$ cat src/rtl/l2_output_encoder.sv
// L2 outbound encoder: three independent per-channel FIFOs (request, response, invalidation)
// toward the NoC/CPU adapters. Optional macro L2_OUT_BYPASS_EN enables 0-cycle empty-FIFO bypass.
module l2_output_encoder #(
    parameter int DEPTH          = 2,
    parameter int COH_MSG_BITS   = 2,
    parameter int HPROT_BITS     = 1,
    parameter int REQ_ID_BITS    = 3,
    parameter int L2_TAG_BITS    = 12,
    parameter int L2_SET_BITS    = 8,
    parameter int LINE_BITS      = 16,
    parameter int WORD_MASK_BITS = 4,
    localparam int ADDR_W = L2_TAG_BITS + L2_SET_BITS,
    localparam int REQ_W  = COH_MSG_BITS + HPROT_BITS + ADDR_W + LINE_BITS + WORD_MASK_BITS,
    localparam int RSP_W  = COH_MSG_BITS + REQ_ID_BITS + 2 + ADDR_W + LINE_BITS + WORD_MASK_BITS
) (
    input  logic                   clk,
    input  logic                   rst,
    input  logic                   req_send,
    input  logic [REQ_W-1:0]       req_msg,
    output logic                   req_ready,
    input  logic                   rsp_send,
    input  logic [RSP_W-1:0]       rsp_msg,
    output logic                   rsp_ready,
    input  logic                   inv_send,
    input  logic [L2_TAG_BITS-1:0] inv_tag,
    input  logic [L2_SET_BITS-1:0] inv_set,
    output logic                   inv_ready,
    output logic                   l2_req_out_valid_int,
    input  logic                   l2_req_out_ready_int,
    output logic [REQ_W-1:0]       l2_req_out,
    output logic                   l2_rsp_out_valid_int,
    input  logic                   l2_rsp_out_ready_int,
    output logic [RSP_W-1:0]       l2_rsp_out,
    output logic                   l2_inval_valid_int,
    input  logic                   l2_inval_ready_int,
    output logic [ADDR_W-1:0]      l2_inval,
    output logic                   outputs_idle,
    output logic                   overflow
);

    function automatic logic [ADDR_W-1:0] line_addr(input logic [L2_TAG_BITS-1:0] tag,
                                                    input logic [L2_SET_BITS-1:0] set);
        return {tag, set};
    endfunction

    logic [COH_MSG_BITS-1:0]   req_coh, rsp_coh;
    logic [HPROT_BITS-1:0]     req_hprot;
    logic [REQ_ID_BITS-1:0]    rsp_req_id;
    logic [1:0]                rsp_to_req;
    logic [L2_TAG_BITS-1:0]    req_tag, rsp_tag;
    logic [L2_SET_BITS-1:0]    req_set, rsp_set;
    logic [LINE_BITS-1:0]      req_line, rsp_line;
    logic [WORD_MASK_BITS-1:0] req_wm, rsp_wm;
    logic [REQ_W-1:0]          req_enc;
    logic [RSP_W-1:0]          rsp_enc;
    logic [ADDR_W-1:0]         inv_enc;
    logic req_empty, rsp_empty, inv_empty;
    logic req_drop, rsp_drop, inv_drop;

    // Replace each tag/set breakdown with the composed line address (tag in the MSBs).
    assign {req_coh, req_hprot, req_tag, req_set, req_line, req_wm} = req_msg;
    assign {rsp_coh, rsp_req_id, rsp_to_req, rsp_tag, rsp_set, rsp_line, rsp_wm} = rsp_msg;
    assign req_enc = {req_coh, req_hprot, line_addr(req_tag, req_set), req_line, req_wm};
    assign rsp_enc = {rsp_coh, rsp_req_id, rsp_to_req, line_addr(rsp_tag, rsp_set), rsp_line, rsp_wm};
    assign inv_enc = line_addr(inv_tag, inv_set);

    l2_out_fifo #(.DEPTH(DEPTH), .WIDTH(REQ_W)) req_fifo (
        .clk(clk), .rst(rst), .send(req_send), .wdata(req_enc), .ready(req_ready),
        .valid(l2_req_out_valid_int), .ready_int(l2_req_out_ready_int), .rdata(l2_req_out),
        .empty(req_empty), .drop(req_drop)
    );

    l2_out_fifo #(.DEPTH(DEPTH), .WIDTH(RSP_W)) rsp_fifo (
        .clk(clk), .rst(rst), .send(rsp_send), .wdata(rsp_enc), .ready(rsp_ready),
        .valid(l2_rsp_out_valid_int), .ready_int(l2_rsp_out_ready_int), .rdata(l2_rsp_out),
        .empty(rsp_empty), .drop(rsp_drop)
    );

    l2_out_fifo #(.DEPTH(DEPTH), .WIDTH(ADDR_W)) inv_fifo (
        .clk(clk), .rst(rst), .send(inv_send), .wdata(inv_enc), .ready(inv_ready),
        .valid(l2_inval_valid_int), .ready_int(l2_inval_ready_int), .rdata(l2_inval),
        .empty(inv_empty), .drop(inv_drop)
    );

    assign outputs_idle = req_empty && rsp_empty && inv_empty;

    // Sticky until reset so the FSM can notice a dropped message long after the fact.
    always_ff @(posedge clk or negedge rst) begin
        if (!rst) begin
            overflow <= 1'b0;
        end else if (req_drop || rsp_drop || inv_drop) begin
            overflow <= 1'b1;
        end
    end

endmodule

module l2_out_fifo #(
    parameter int DEPTH = 2,
    parameter int WIDTH = 8
) (
    input  logic             clk,
    input  logic             rst,
    input  logic             send,
    input  logic [WIDTH-1:0] wdata,
    output logic             ready,
    output logic             valid,
    input  logic             ready_int,
    output logic [WIDTH-1:0] rdata,
    output logic             empty,
    output logic             drop
);

    localparam int PTR_BITS = $clog2(DEPTH);
    localparam logic [PTR_BITS:0] FULL = (PTR_BITS + 1)'(DEPTH);

    logic [WIDTH-1:0]    mem [DEPTH];
    logic [PTR_BITS-1:0] wr_ptr, rd_ptr;
    logic [PTR_BITS:0]   count;
    logic push, pop, stored, bypass, write;

    // Space is judged from the registered count only; a same-cycle pop never makes room.
    assign ready  = (count != FULL);
    assign push   = send && ready;
    assign drop   = send && !ready;
    assign stored = (count != '0);
    assign empty  = !stored;
    assign pop    = stored && ready_int;

`ifdef L2_OUT_BYPASS_EN
    assign bypass = push && !stored && ready_int;
    assign valid  = stored || bypass;
    assign rdata  = stored ? mem[rd_ptr] : (bypass ? wdata : '0);
`else
    assign bypass = 1'b0;
    assign valid  = stored;
    assign rdata  = stored ? mem[rd_ptr] : '0;
`endif

    assign write = push && !bypass;

    always_ff @(posedge clk) begin
        if (write) begin
            mem[wr_ptr] <= wdata;
        end
    end

    always_ff @(posedge clk or negedge rst) begin
        if (!rst) begin
            wr_ptr <= '0;
            rd_ptr <= '0;
            count  <= '0;
        end else begin
            if (write) begin
                wr_ptr <= wr_ptr + 1'b1;
            end
            if (pop) begin
                rd_ptr <= rd_ptr + 1'b1;
            end
            case ({write, pop})
                2'b10:   count <= count + 1'b1;
                2'b01:   count <= count - 1'b1;
                default: count <= count;
            endcase
        end
    end

endmodule

$ cat config.mk
export PLATFORM = sky130hd
export DESIGN_NAME = l2_output_encoder
export DESIGN_NICKNAME = d
export VERILOG_FILES = /design/src/rtl/l2_output_encoder.sv
export SDC_FILE = /design/constraint.sdc
export NUM_CORES = 1
export LEC_CHECK = 0
export CORE_MARGIN = 3
export CORE_UTILIZATION = 28
export DETAILED_ROUTE_END_ITERATION = 16
export PLACE_DENSITY_LB_ADDON = 0.12
export SETUP_SLACK_MARGIN = 0.3
export SYNTH_ARGS = -nofsm -noshare
export SYNTH_HDL_FRONTEND = slang
export SYNTH_SLANG_ARGS = --single-unit
$ cat constraint.sdc
create_clock -name clk -period 7.18 [get_ports clk]
set_input_delay 1.795 -clock clk [delete_from_list [all_inputs] [get_ports clk]]
set_output_delay 1.795 -clock clk [all_outputs]
set_load 0.005 [all_outputs]
# == Word-level counts from Yosys, hierarchy flattened ==
# Memories as Yosys holds them, arrays and structs flattened.
# Cells that the tools add are included.
# Widths: inputs -> output; s select.
# totals
ram_bits,220
mem_count,3
reg_bits,13
output_inout_bits,118
word_cells,71
# mem_list
name,words,word_bits,read_ports,rd_clocked_by_memory_dff,wr,line,source
rsp_fifo.mem,2,47,1,0,1,117,logic [WIDTH-1:0] mem [DEPTH];
req_fifo.mem,2,43,1,0,1,117,
inv_fifo.mem,2,20,1,0,1,117,
# op_classes
muxes,12
eq_ne,9
add_sub_neg,12
reduce_logical,25
# op_table
operator,count
$mux 47,1
$mux 43,1
$mux 20,1
$pmux 2 s2,3
$reduce_bool 2->1,6
$logic_and 1x1->1,11
$add 1x1->1 const B,6
$add 2x1->2 const B,3
$eq 2x1->1 const B,3
$eq 2x2->1 const B,3
$logic_not 1->1,6
$mux 1,6
$ne 2x2->1 const B,3
$sub 2x1->2 const B,3
$logic_or 1x1->1,2

# == Longest topological paths before layout ==
# depth
ltp_word,5
mapped_depth,7

# == Cells and area by module ==
# Synthesis repeated with hierarchy kept, for this count alone.
# hier_totals
cells_unflattened,528
area_unflattened_um2,9006.1
# modules_own_cells
mod,seq_area_each_um2,area_each_um2,instances,cells_per_inst
l2_out_fifo (rsp_fifo),2922.8,3771.1,1,219
l2_out_fifo (req_fifo),2682.6,3468.3,1,201
l2_out_fifo (inv_fifo),1301.2,1727.9,1,105
l2_output_encoder,25.0,38.8,1,3

# == Worst setup path before layout ==
# Ideal clock, no wire load.
# synth_timing
path_kind,in2reg
startpoint,input port rsp_send
endpoint,memory rsp_fifo.mem[0][0] (netlist bit) (enable)
required_ps,6728
arrival_ps,3864
path_stages,2
slack_ps,2865
setup_ps,452
n_path_buf,0
path_cell_list,nand2_1 > nor2_1
# synth_via
elab_chain_len,3
# synth_lines
item,line,source
"start, declared",21,"input logic rsp_send,"
$logic_and 1x1->1,124,assign push = send && ready;
$mux 1,143,if (write) begin
$mux 1 (not written as such),144,mem[wr_ptr] <= wdata;
"end, declared",117,
# Every way passes these cells.

# == Worst setup path after layout ==
# layout_timing
startpoint,register rsp_fifo.count[0]
endpoint,output port outputs_idle
# layout_via
elab_chain_len,4
# layout_lines
item,line,source
"start, declared",119,logic [PTR_BITS:0] count;
"start signal, assigned",161,2'b10: count <= count + 1'b1;
"start signal, assigned",162,2'b01: count <= count - 1'b1;
"start signal, assigned",163,default: count <= count;
$reduce_bool 2->1,126,assign stored = (count != '0);
$logic_not 1->1,127,assign empty = !stored;
$logic_and 1x1->1 (2 in a row),85,assign outputs_idle = req_empty && rsp_empty && inv_empty;
"end, declared",37,"output logic outputs_idle,"
# Every way passes these cells.

==> run summary <==
Status -> completed
Fin crit share -> 0.6482
GRT overflow -> 0
Fin crit period -> 4.654 ns
Root Buffer -> clkbuf_16
First-pass GRT wire length -> 31.35 mm
Endpoint class of the critical path -> output pin
Leakage power -> 4.563 nW
Worst-margin pin slew -> 1.166 ns
Max Freq -> 0.2149 GHz
Filler cells -> 2880
Adder-cell share of the synthesized area -> 0.004209
Top cells by count, synth -> edfxtp_1, nor2_1, mux2i_1, dfrtp_1, xnor2_1
CTS tree -> yes
Gr usage total -> 0.1182
Buffers on Ports -> 235
Most common cell in the netlist -> edfxtp_1
Distinct cell type count after synthesis -> 23
Drt first pass iters -> 4
Total number of H-tree levels -> 1
# setup viols final -> 0
Pins Over Slew Limit -> 0
Post-Synth Simple-Gate Area -> 0.06089
Synthesis Warnings -> 0
Vias -> 5074
Clk buf depth -> 3
Compound-Gate Fraction of Synth Area -> 0.0007015
Layout cells sized above 1 -> 0.06700
Synth Area in XOR/XNOR -> 0.01473
Syn_nets -> 648
Io pins -> 236
Sequential cell area -> 0.006934 sq mm
Core Util, Final -> 0.4033
Hold Path Class -> reg -> reg
DR WL/cell -> 17.55 um
Synth area leaders -> edfxtp_1, mux2i_1, nor2_1
# clock sinks -> 233
Mapped Cells -> 527
Synth Cell Area -> 0.008919 sq mm
DRT iter0 DRCs -> 192
CP Class -> reg -> out
CP Max Fanout -> 48
Asr flop ratio synth -> 0.05579
Max-Cap Viols -> 0
Post-synth EDFFs -> 220
Share of Yosys cell area claimed by the top area cell type -> 0.7407
WL final -> 20.83 mm
DIE WIDTH -> 184.5 um
CTS Hold Bufs -> 0
Initial Util -> 0.2878
Hold Slack -> 0.4623 ns
# diodes -> 0
Cell Rows -> 64
Area leader, netlist -> edfxtp_1
Avg Synthesized Cell Area -> 16.92 sq um
Area of the core -> 0.03099 sq mm
Arrival time worst endpoint -> 2.86 ns
Largest net degree at the start of global routing -> 49
Fin nets -> 893
CP Launch Type -> flip-flop
Drt via density -> 4.275
Unrepaired setup endpoints after global routing -> false
VDD IR max -> 0.1723 mV
CTS Buf Count -> 27
Hold Vio Cnt, Final -> 0
CP required -> 5.39 ns
PostCTS Resize Cnt -> 0
Vias in the first global route -> 5572
Clk_lat worst skew -> 0.52 ns
Area growth, synth to finish -> 40.12%
Postcts setup bufs -> 0
Die height -> 184.5 um
Prevailing post-synth register cell -> edfxtp_1
Slew margin rel. -> 0.2229
Main combinational cell family by area after synthesis -> multiplexers
Die ar. -> 0.03403 sq mm
Clk_skew -> 0.008363 ns
Initial antenna violation count -> 1
DPL Wire Length -> 13.81 mm
Mux share of post-synthesis cell area -> 0.1235
Routed Antenna Nets -> 0
Clock transition at path regs -> 0.06 ns
Final GP Congestion -> 0.6954
Setup tns final -> 0 ns
Remaining routing DRC violations -> 0
Synthesized flop and latch total -> 233
Area of the multi-input gates -> 0.001846 sq mm
Pwr Density -> 416.6 mW/mm^2
Post-synthesis sequential area ratio -> 0.7772
registers in the layout, summed over array words and instances, names as in the netlist, 2 cells and up:
name / count
rsp_fifo.mem: 94
req_fifo.mem: 86
inv_fifo.mem: 40
inv_fifo.count: 2
req_fifo.count: 2
rsp_fifo.count: 2
final timing paths:
path                            depth (start not counted)                          start                            end  slack [ns]
worst max register to register                          6  rsp_fifo.count[0]$_DFFE_PN0P_  rsp_fifo.count[1]$_DFFE_PN0P_        4.61
worst max-delay path                                    4  rsp_fifo.count[0]$_DFFE_PN0P_                   outputs_idle        2.53
worst min-delay path                                    1    rsp_fifo.rd_ptr$_DFFE_PN0P_    rsp_fifo.rd_ptr$_DFFE_PN0P_        0.46
min in group asynchronous                               1                            rst    rsp_fifo.wr_ptr$_DFFE_PN0P_        1.69
max in group asynchronous                               1                            rst    req_fifo.rd_ptr$_DFFE_PN0P_        5.02
worst min register to register                          1    rsp_fifo.rd_ptr$_DFFE_PN0P_    rsp_fifo.rd_ptr$_DFFE_PN0P_        0.46
kinds of logic (layout without fill, tap and decap cells):
logic type | Yosys count | after routing
XOR/XNOR | 15 | 15
flip-flops | 233 | 233
adder cells (fa/ha/maj) | 3 | 3
AND/OR/NAND/NOR | 134 | 134
multiplexers | 110 | 110
AO/OA/AOI/OAI | 1 | 1
buffers and inverters | 31 | 295
where the power goes:
group | switching, W | total, W | internal [W]
Clock | 0.000511 | 0.00124 | 0.000725
Combinational | 0.000918 | 0.00197 | 0.00106
Sequential | 0.000127 | 0.00199 | 0.00187
per-layer routing:
metal  GRT usage  wire [um]
met1      0.1442       8603
met2      0.2062      10500
met3     0.03592       1436
met4     0.02721        270
met5           0         13
final cells by class:
| cell class | instances | share of cell area |
|---|---|---|
| multi-input combinational | 263 | 0.1477 |
| tap | 396 | 0.03965 |
| sequential | 233 | 0.5549 |
| timing repair buffer | 241 | 0.1918 |
| clock buffer | 34 | 0.05617 |
| inverter | 6 | 0.001802 |
| clock inverter | 14 | 0.008010 |
critical path, cell delays in order, from the launching register on:
cell and delay [ns]:
dfrtp_1 0.44, nor2_4 0.85, inv_1 0.26, nor3_1 0.25, clkdlybuf4s50_1 0.55
layout by cell type (no fill, tap or decap):
cell | synthesis | routed
nor2_2 | 0 | 1
nor3_1 | 1 | 1
clkinv_2 | 0 | 5
or2b_2 | 2 | 2
inv_8 | 0 | 1
dfrtp_1 | 13 | 11
inv_1 | 6 | 6
nand2b_1 | 1 | 1
or3_1 | 1 | 1
and3_2 | 1 | 2
and2_1 | 3 | 3
buf_4 | 7 | 6
and3_1 | 2 | 1
nor2_1 | 119 | 115
mux2i_1 | 110 | 110
dfrtp_2 | 0 | 2
clkbuf_1 | 5 | 7
bufinv_16 | 0 | 1
clkbuf_16 | 0 | 27
clkinvlp_4 | 0 | 2
edfxtp_1 | 220 | 220
clkinv_1 | 0 | 5
o22ai_1 | 1 | 1
xor2_1 | 6 | 6
ha_1 | 3 | 3
xnor2_1 | 9 | 9
nor2_4 | 1 | 4
nand2_1 | 3 | 3
clkdlybuf4s50_1 | 0 | 235
per-stage QoR:
stage | power (W) | instance area [sq um] | setup slack [ns] | cells
2_1_floorplan | 0.002930 | 8919 | 2.865 | 527
3_3_place_gp | 0.004027 | 11700 | 2.846 | 1139
3_5_place_dp | 0.004053 | 11700 | 2.849 | 1139
4_1_cts | 0.005325 | 12500 | 2.281 | 1187
5_1_grt | 0.005537 | 12500 | 2.189 | 1187
6_report | 0.005206 | 12500 | 2.526 | 1187
Note: power is estimated with default switching activity, not from simulation.
